$ cat src/rtl/uart_bus_sequencer.sv
// Sequences a 16550-style UART register bus: one-shot line/FIFO configuration,
// then round-robin service of a TX byte client and an RX polling client.
//
// state  | meaning
// IDLE   | waiting for start, bus quiet
// CFG    | issuing the five configuration writes, one per cycle
// ARB    | picking the next TX write or RX poll
// WR     | single-cycle THR write of the latched TX byte
// RD_LSR | 3-cycle read of LSR, data-ready decides what follows
// RD_RHR | 3-cycle read of RHR, result handed to the RX client
module uart_bus_sequencer #(
    parameter logic [15:0] DIV     = 16'd27,
    parameter logic [7:0]  LCR_CFG = 8'h03,
    parameter logic [7:0]  FCR_CFG = 8'h07
) (
    input  logic       clk,
    input  logic       rst,
    input  logic       start,
    output logic       cfg_done,
    output logic       busy,
    input  logic       tx_valid,
    input  logic [7:0] tx_data,
    output logic       tx_ready,
    input  logic       tx_full,
    input  logic       rx_req,
    output logic       rx_valid,
    output logic [7:0] rx_data,
    output logic [3:0] rx_status,
    output logic       rx_empty,
    output logic       bus_wr,
    output logic       bus_rd,
    output logic [2:0] bus_addr,
    output logic [7:0] bus_din,
    input  logic [7:0] bus_dout
);

    typedef enum logic [2:0] {IDLE, CFG, ARB, WR, RD_LSR, RD_RHR} state_t;

    localparam logic [2:0] ADDR_RHR = 3'd0;
    localparam logic [2:0] ADDR_LSR = 3'd5;

    state_t     state;
    logic [2:0] step;
    logic       last_tx;
    logic [3:0] lsr_err;

    logic tx_cand, rx_cand, grant_tx, grant_rx;

    // {addr, data} of configuration write number idx; DLAB is set by the first LCR write
    function automatic logic [10:0] cfg_word(input logic [2:0] idx);
        case (idx)
            3'd0:    cfg_word = {3'd3, 8'h80 | LCR_CFG};
            3'd1:    cfg_word = {3'd0, DIV[7:0]};
            3'd2:    cfg_word = {3'd1, DIV[15:8]};
            3'd3:    cfg_word = {3'd3, LCR_CFG & 8'h7F};
            3'd4:    cfg_word = {3'd2, FCR_CFG};
            default: cfg_word = 11'd0;
        endcase
    endfunction

    assign tx_cand  = tx_valid & ~tx_full;
    assign rx_cand  = rx_req;
    assign grant_tx = (state == ARB) & tx_cand & (~rx_cand | ~last_tx);
    assign grant_rx = (state == ARB) & rx_cand & (~tx_cand | last_tx);
    assign tx_ready = grant_tx;
    assign busy     = (state != IDLE) && (state != ARB);

    always_ff @(posedge clk or posedge rst) begin
        if (rst) begin
            state     <= IDLE;
            step      <= 3'd0;
            last_tx   <= 1'b0;
            lsr_err   <= 4'd0;
            cfg_done  <= 1'b0;
            rx_valid  <= 1'b0;
            rx_data   <= 8'd0;
            rx_status <= 4'd0;
            rx_empty  <= 1'b0;
            bus_wr    <= 1'b0;
            bus_rd    <= 1'b0;
            bus_addr  <= 3'd0;
            bus_din   <= 8'd0;
        end else begin
            rx_valid <= 1'b0;
            rx_empty <= 1'b0;
            case (state)
                IDLE, ARB: begin
                    if (grant_tx) begin
                        state    <= WR;
                        last_tx  <= 1'b1;
                        bus_wr   <= 1'b1;
                        bus_addr <= ADDR_RHR;
                        bus_din  <= tx_data;
                    end else if (grant_rx) begin
                        state    <= RD_LSR;
                        last_tx  <= 1'b0;
                        step     <= 3'd0;
                        bus_rd   <= 1'b1;
                        bus_addr <= ADDR_LSR;
                    end else if (start) begin
                        state               <= CFG;
                        cfg_done            <= 1'b0;
                        step                <= 3'd0;
                        bus_wr              <= 1'b1;
                        {bus_addr, bus_din} <= cfg_word(3'd0);
                    end
                end
                CFG: begin
                    if (step == 3'd4) begin
                        state    <= ARB;
                        step     <= 3'd0;
                        cfg_done <= 1'b1;
                        bus_wr   <= 1'b0;
                        bus_addr <= 3'd0;
                        bus_din  <= 8'd0;
                    end else begin
                        step                <= step + 3'd1;
                        {bus_addr, bus_din} <= cfg_word(step + 3'd1);
                    end
                end
                WR: begin
                    state    <= ARB;
                    bus_wr   <= 1'b0;
                    bus_addr <= 3'd0;
                    bus_din  <= 8'd0;
                end
                RD_LSR: begin
                    bus_rd <= 1'b0;
                    if (step == 3'd2) begin
                        step <= 3'd0;
                        if (bus_dout[0]) begin
                            state    <= RD_RHR;
                            lsr_err  <= bus_dout[4:1];
                            bus_rd   <= 1'b1;
                            bus_addr <= ADDR_RHR;
                        end else begin
                            state    <= ARB;
                            rx_empty <= 1'b1;
                            bus_addr <= 3'd0;
                        end
                    end else begin
                        step <= step + 3'd1;
                    end
                end
                RD_RHR: begin
                    bus_rd <= 1'b0;
                    if (step == 3'd2) begin
                        state     <= ARB;
                        step      <= 3'd0;
                        rx_data   <= bus_dout;
                        rx_status <= lsr_err;
                        rx_valid  <= 1'b1;
                        bus_addr  <= 3'd0;
                    end else begin
                        step <= step + 3'd1;
                    end
                end
                default: begin
                    state    <= IDLE;
                    bus_wr   <= 1'b0;
                    bus_rd   <= 1'b0;
                    bus_addr <= 3'd0;
                    bus_din  <= 8'd0;
                end
            endcase
        end
    end

endmodule

$ cat config.mk
export PLATFORM = sky130hd
export DESIGN_NAME = uart_bus_sequencer
export DESIGN_NICKNAME = d
export VERILOG_FILES = /design/src/rtl/uart_bus_sequencer.sv
export SDC_FILE = /design/constraint.sdc
export NUM_CORES = 1
export LEC_CHECK = 0
export CAP_MARGIN = 10
export CORE_ASPECT_RATIO = 1.1
export CORE_MARGIN = 3
export CORE_UTILIZATION = 25
export CTS_BUF_LIST = sky130_fd_sc_hd__clkbuf_16
export CTS_CLUSTER_DIAMETER = 40
export DETAILED_ROUTE_END_ITERATION = 10
export PLACE_DENSITY = 0.44
export REMOVE_ABC_BUFFERS = 1
export SYNTH_ARGS = -nofsm -noshare
export SYNTH_HDL_FRONTEND = slang
export SYNTH_SLANG_ARGS = --single-unit
$ cat constraint.sdc
create_clock -name clk -period 1.6 [get_ports clk]
set_input_delay 0.48 -clock clk [delete_from_list [all_inputs] [get_ports clk]]
set_output_delay 0.48 -clock clk [all_outputs]
set_load 0.01 [all_outputs]
==> impl_metrics.py <==
metrics = {
    "synthesis": {
        "netlist_area_um2": 1979,
        "synth_cells": 168,
        "syn_area_per_cell_um2": 11.78,
        "yosys_warnings": 0,
        "synth_top_flop_cell": "dfrtp_1",
        "async_reset_ff_share_pct": 100.0,
        "synth_edf_count": 0,
        "synth_area_leaders": "dfrtp_1, mux2_2, ha_1",
        "synth_seq_area_share_pct": 49.30,
        "synth.top_cell.area_share_pct": 49.30,
        "synth_area_leader_cell": "dfrtp_1",
        "ys_types": 52,
        "ys_ff_latch": 39,
    },
    "layout": {
        "antenna_cells": 0,
        "final_cells": 402,
        "final_core_util_pct": 49.03,
        "final_layout_size_suffix_gt1_share_pct": 51.18,
        "nets": 324,
        "area_growth_pct": 87.17,
    },
    "worst_hold_path": {
        "hold-path-cell-count": 2,
        "hold_path_class": "input port to flip-flop",
        "holdCritStartpoint": "bus_dout[0]",
        "min_to": "rx_empty$_DFF_PP0_",
    },
    "routing": {
        "first_pass_iters": 4,
        "wl_per_cell_um": 15.26,
        "wl_mm": 6.133,
        "ant_nets": 0,
        "viasPerCell": 4.443,
        "vias": 1786,
        "drc": 0,
        "drt_iter0_drc": 41,
    },
    "timing": {
        "worst_slew_pin_slew_ns": 0.4125,
        "fin_crit_sh_pct": 105.7,
        "rsz0062_at_grt": "yes",
        "hold_viol": 0,
        "fin_ws_ns": -0.09131,
        "hold_ws_ns": 0.4717,
        "fmax_mhz": 591.3,
        "finalMaxSlewViolations": 0,
        "setup_viol": 27,
        "clock_skew_ns": 0.007969,
        "slew-limit-headroom_pct": 72.50,
        "min_period_ns": 1.691,
    },
    "clock_network": {
        "clock-sinks": 39,
        "ctsHtreeMaxLevel": 2,
        "cts_buffer_depth": 2,
        "cts_tree": "built",
        "cts_buffers": 5,
        "worstSkewPairLatency_ns": 0.29,
        "cts_root_buf": "clkbuf_16",
        "clk_pin_slew_ns": 0.06,
    },
    "worst_setup_path": {
        "timing.rr.end": "bus_addr[0]$_DFFE_PP0P_",
        "cp_num_buf_inv": 4,
        "max_stage_delay_ns": 0.39,
        "cp.arrival_ns": 1.21,
        "crit_path_start_kind": "flip-flop",
        "cp_max_fo": 2,
        "crit_type": "flip-flop to output port",
        "cp_slowest_cell": "dfrtp_1",
        "regToRegStartpoint": "step[1]$_DFFE_PP0P_",
        "r2r_cells": 5,
        "crit_family": "buffers and inverters",
        "crit_chain": "buf_6, nor2_4, inv_2, buf_6, buf_6",
        "worst_path_most_repeated_cell": "buf_6",
        "worstPathRequired_ns": 1.12,
        "reg2reg_slack_ns": -0.09,
        "critPathCaptureType": "output port",
    },
    "pwr": {
        "intPower_uw": 4617,
        "p_comb_share_pct": 60.6,
        "power.density_nw_per_um2": 1940,
        "p_seq_share_pct": 23.0,
        "p_leak_uw": 0.001771,
        "irDropWorstVdd_mv": 0.6513,
        "swShare_pct": 35.76,
        "pwr-share-clk_pct": 16.4,
        "p_switching_uw": 2570,
    },
    "die": {
        "ios": 52,
        "core_area_um2": 7556,
        "rows": 33,
        "die_area_um2": 9023,
        "fp.dieW_um": 90.84,
        "die_y_um": 99.33,
        "start_util_pct": 26.20,
    },
    "global_route": {
        "grt-ovfl-total": 0,
        "track_usage_pct": 13.72,
        "antenna_found_initial": 0,
        "grt_pass1_vias": 1951,
        "grt_start_max_net_pins": 40,
        "grt_pass1_wl_mm": 9.908,
    },
    "place": {
        "numPortBuffers": 51,
        "gp_congestion": 0.7424,
        "dpl.cell_count": 372,
        "place_hpwl_mm": 4.083,
    },
    "status": {
        "violations": "setup timing",
        "status": "finished, violations left",
    },
    "job": {
        "maxCapViolations": 0,
    },
}
==> synthesized netlist by cell type, types with 2 or more instances <==
cell type / instances
dfrtp_1: 39
mux2_2: 12
inv_1: 10
nor2_1: 9
ha_1: 6
a21o_1: 5
a22o_1: 5
mux2_1: 5
nand2_1: 5
nand2b_1: 5
a221o_1: 4
nor2b_1: 4
o21ai_0: 4
a21oi_1: 3
buf_2: 3
mux2i_1: 3
nand3_1: 3
a22oi_1: 2
and2_1: 2
mux2_4: 2
nand3b_1: 2
nor3_1: 2
o2111ai_1: 2
o211ai_1: 2
o2bb2ai_1: 2
==> cell type report <==
cell class	count	area (um2)
repair buffers	126	1149
multi-input cells	113	1229
clock buffers	5	125.1
clock inverters	3	47.55
flip-flops and latches	39	977.2
fillers	698	3851
well taps	105	131.4
inverters	11	46.29
==> metrics by stage <==
step,setup slack (ns),power (uW),setup TNS [ns],instance area (um2)
finish,-0.09131,7187,-1.409,3705
global route,-0.1648,7660,-3.211,3705
CTS,-0.1008,6776,-2.054,3488
detailed placement,-0.9441,5045,-17.25,3014
global placement,-0.9266,5047,-17.31,3014
floorplan,-0.2179,3223,-3.473,1949
==> cells in the final DEF (no fill, tap or decap), types with 2 or more instances in the layout <==
cell	count
buf_4	53
dfrtp_1	38
dlygate4sd2_1	30
buf_6	22
clkdlybuf4s50_1	15
mux2_2	12
inv_1	7
nor2_1	7
mux2_4	7
a21o_1	5
ha_4	5
clkbuf_16	5
o21ai_0	4
a221o_1	4
nand2b_1	4
a22o_1	4
nand2_1	3
mux2i_1	3
nor2b_4	2
nand3b_1	2
nand2b_4	2
inv_4	2
nor3_4	2
nor2_4	2
o211ai_1	2
inv_2	2
nor2b_1	2
a21oi_2	2
buf_2	2
buf_12	2
==> power by group through the flow <==
stage	Combinational (uW)	Clock, uW	Sequential [uW]
4_1_cts	3920	1210	1640
2_1_floorplan	1390	0	1830
3_5_place_dp	3380	0	1660
5_1_grt	4700	1240	1710
6_report	4360	1180	1650
3_3_place_gp	3390	0	1660
==> flip-flops by register name, indices dropped and copies added (netlist names) <==
register	flops
rx_data	8
rx_status	4
bus_addr	3
lsr_err	4
rx_empty	1
bus_rd	1
rx_valid	1
step	3
cfg_done	1
last_tx	1
bus_din	8
state	3
bus_wr	1
==> logic make-up after synthesis <==
family	after synthesis	share of synthesized area (%)
DFF	39	49.30
adders and majority gates	6	3.793
and+or+nand+nor	43	12.39
buffers and inverters	16	3.603
AOI/OAI and AO/OA	42	18.21
muxes	22	12.71
==> per-layer routing <==
layer	vias up	share of wire, %	track usage [%]
met5	-	0	0
met2	32	49	23.50
met3	5	3.2	2.421
met1	871	47	17.54
li1	878	-	-
met4	0	0.96	4.640
==> how the worst max path moves through the flow <==
| stage | startpoint | endpoint | slack, ns | cells past startpoint |
|---|---|---|---|---|
| floorplan | tx_full | lsr_err[0]$_DFFE_PP0P_ | -0.22 | 4 |
| global placement | tx_valid | tx_ready | -0.93 | 5 |
| detailed placement | tx_valid | tx_ready | -0.94 | 5 |
| CTS | state[0]$_DFFE_PP0P_ | bus_din[0]$_DFFE_PP0P_ | -0.10 | 6 |
| global route | state[2]$_DFFE_PP0P_ | bus_din[0]$_DFFE_PP0P_ | -0.16 | 6 |
| finish | state[2]$_DFFE_PP0P_ | busy | -0.09 | 5 |
==> repair_timing <==
item,CTS,global route
endpoints found under the hold margin,0,0
pin swaps,16,14
setup endpoints to repair,66,36
setup buffers,15,7
resized for setup,104,33
hold buffers,0,0
gates cloned,1,0
(Power assumes the default switching activity.)
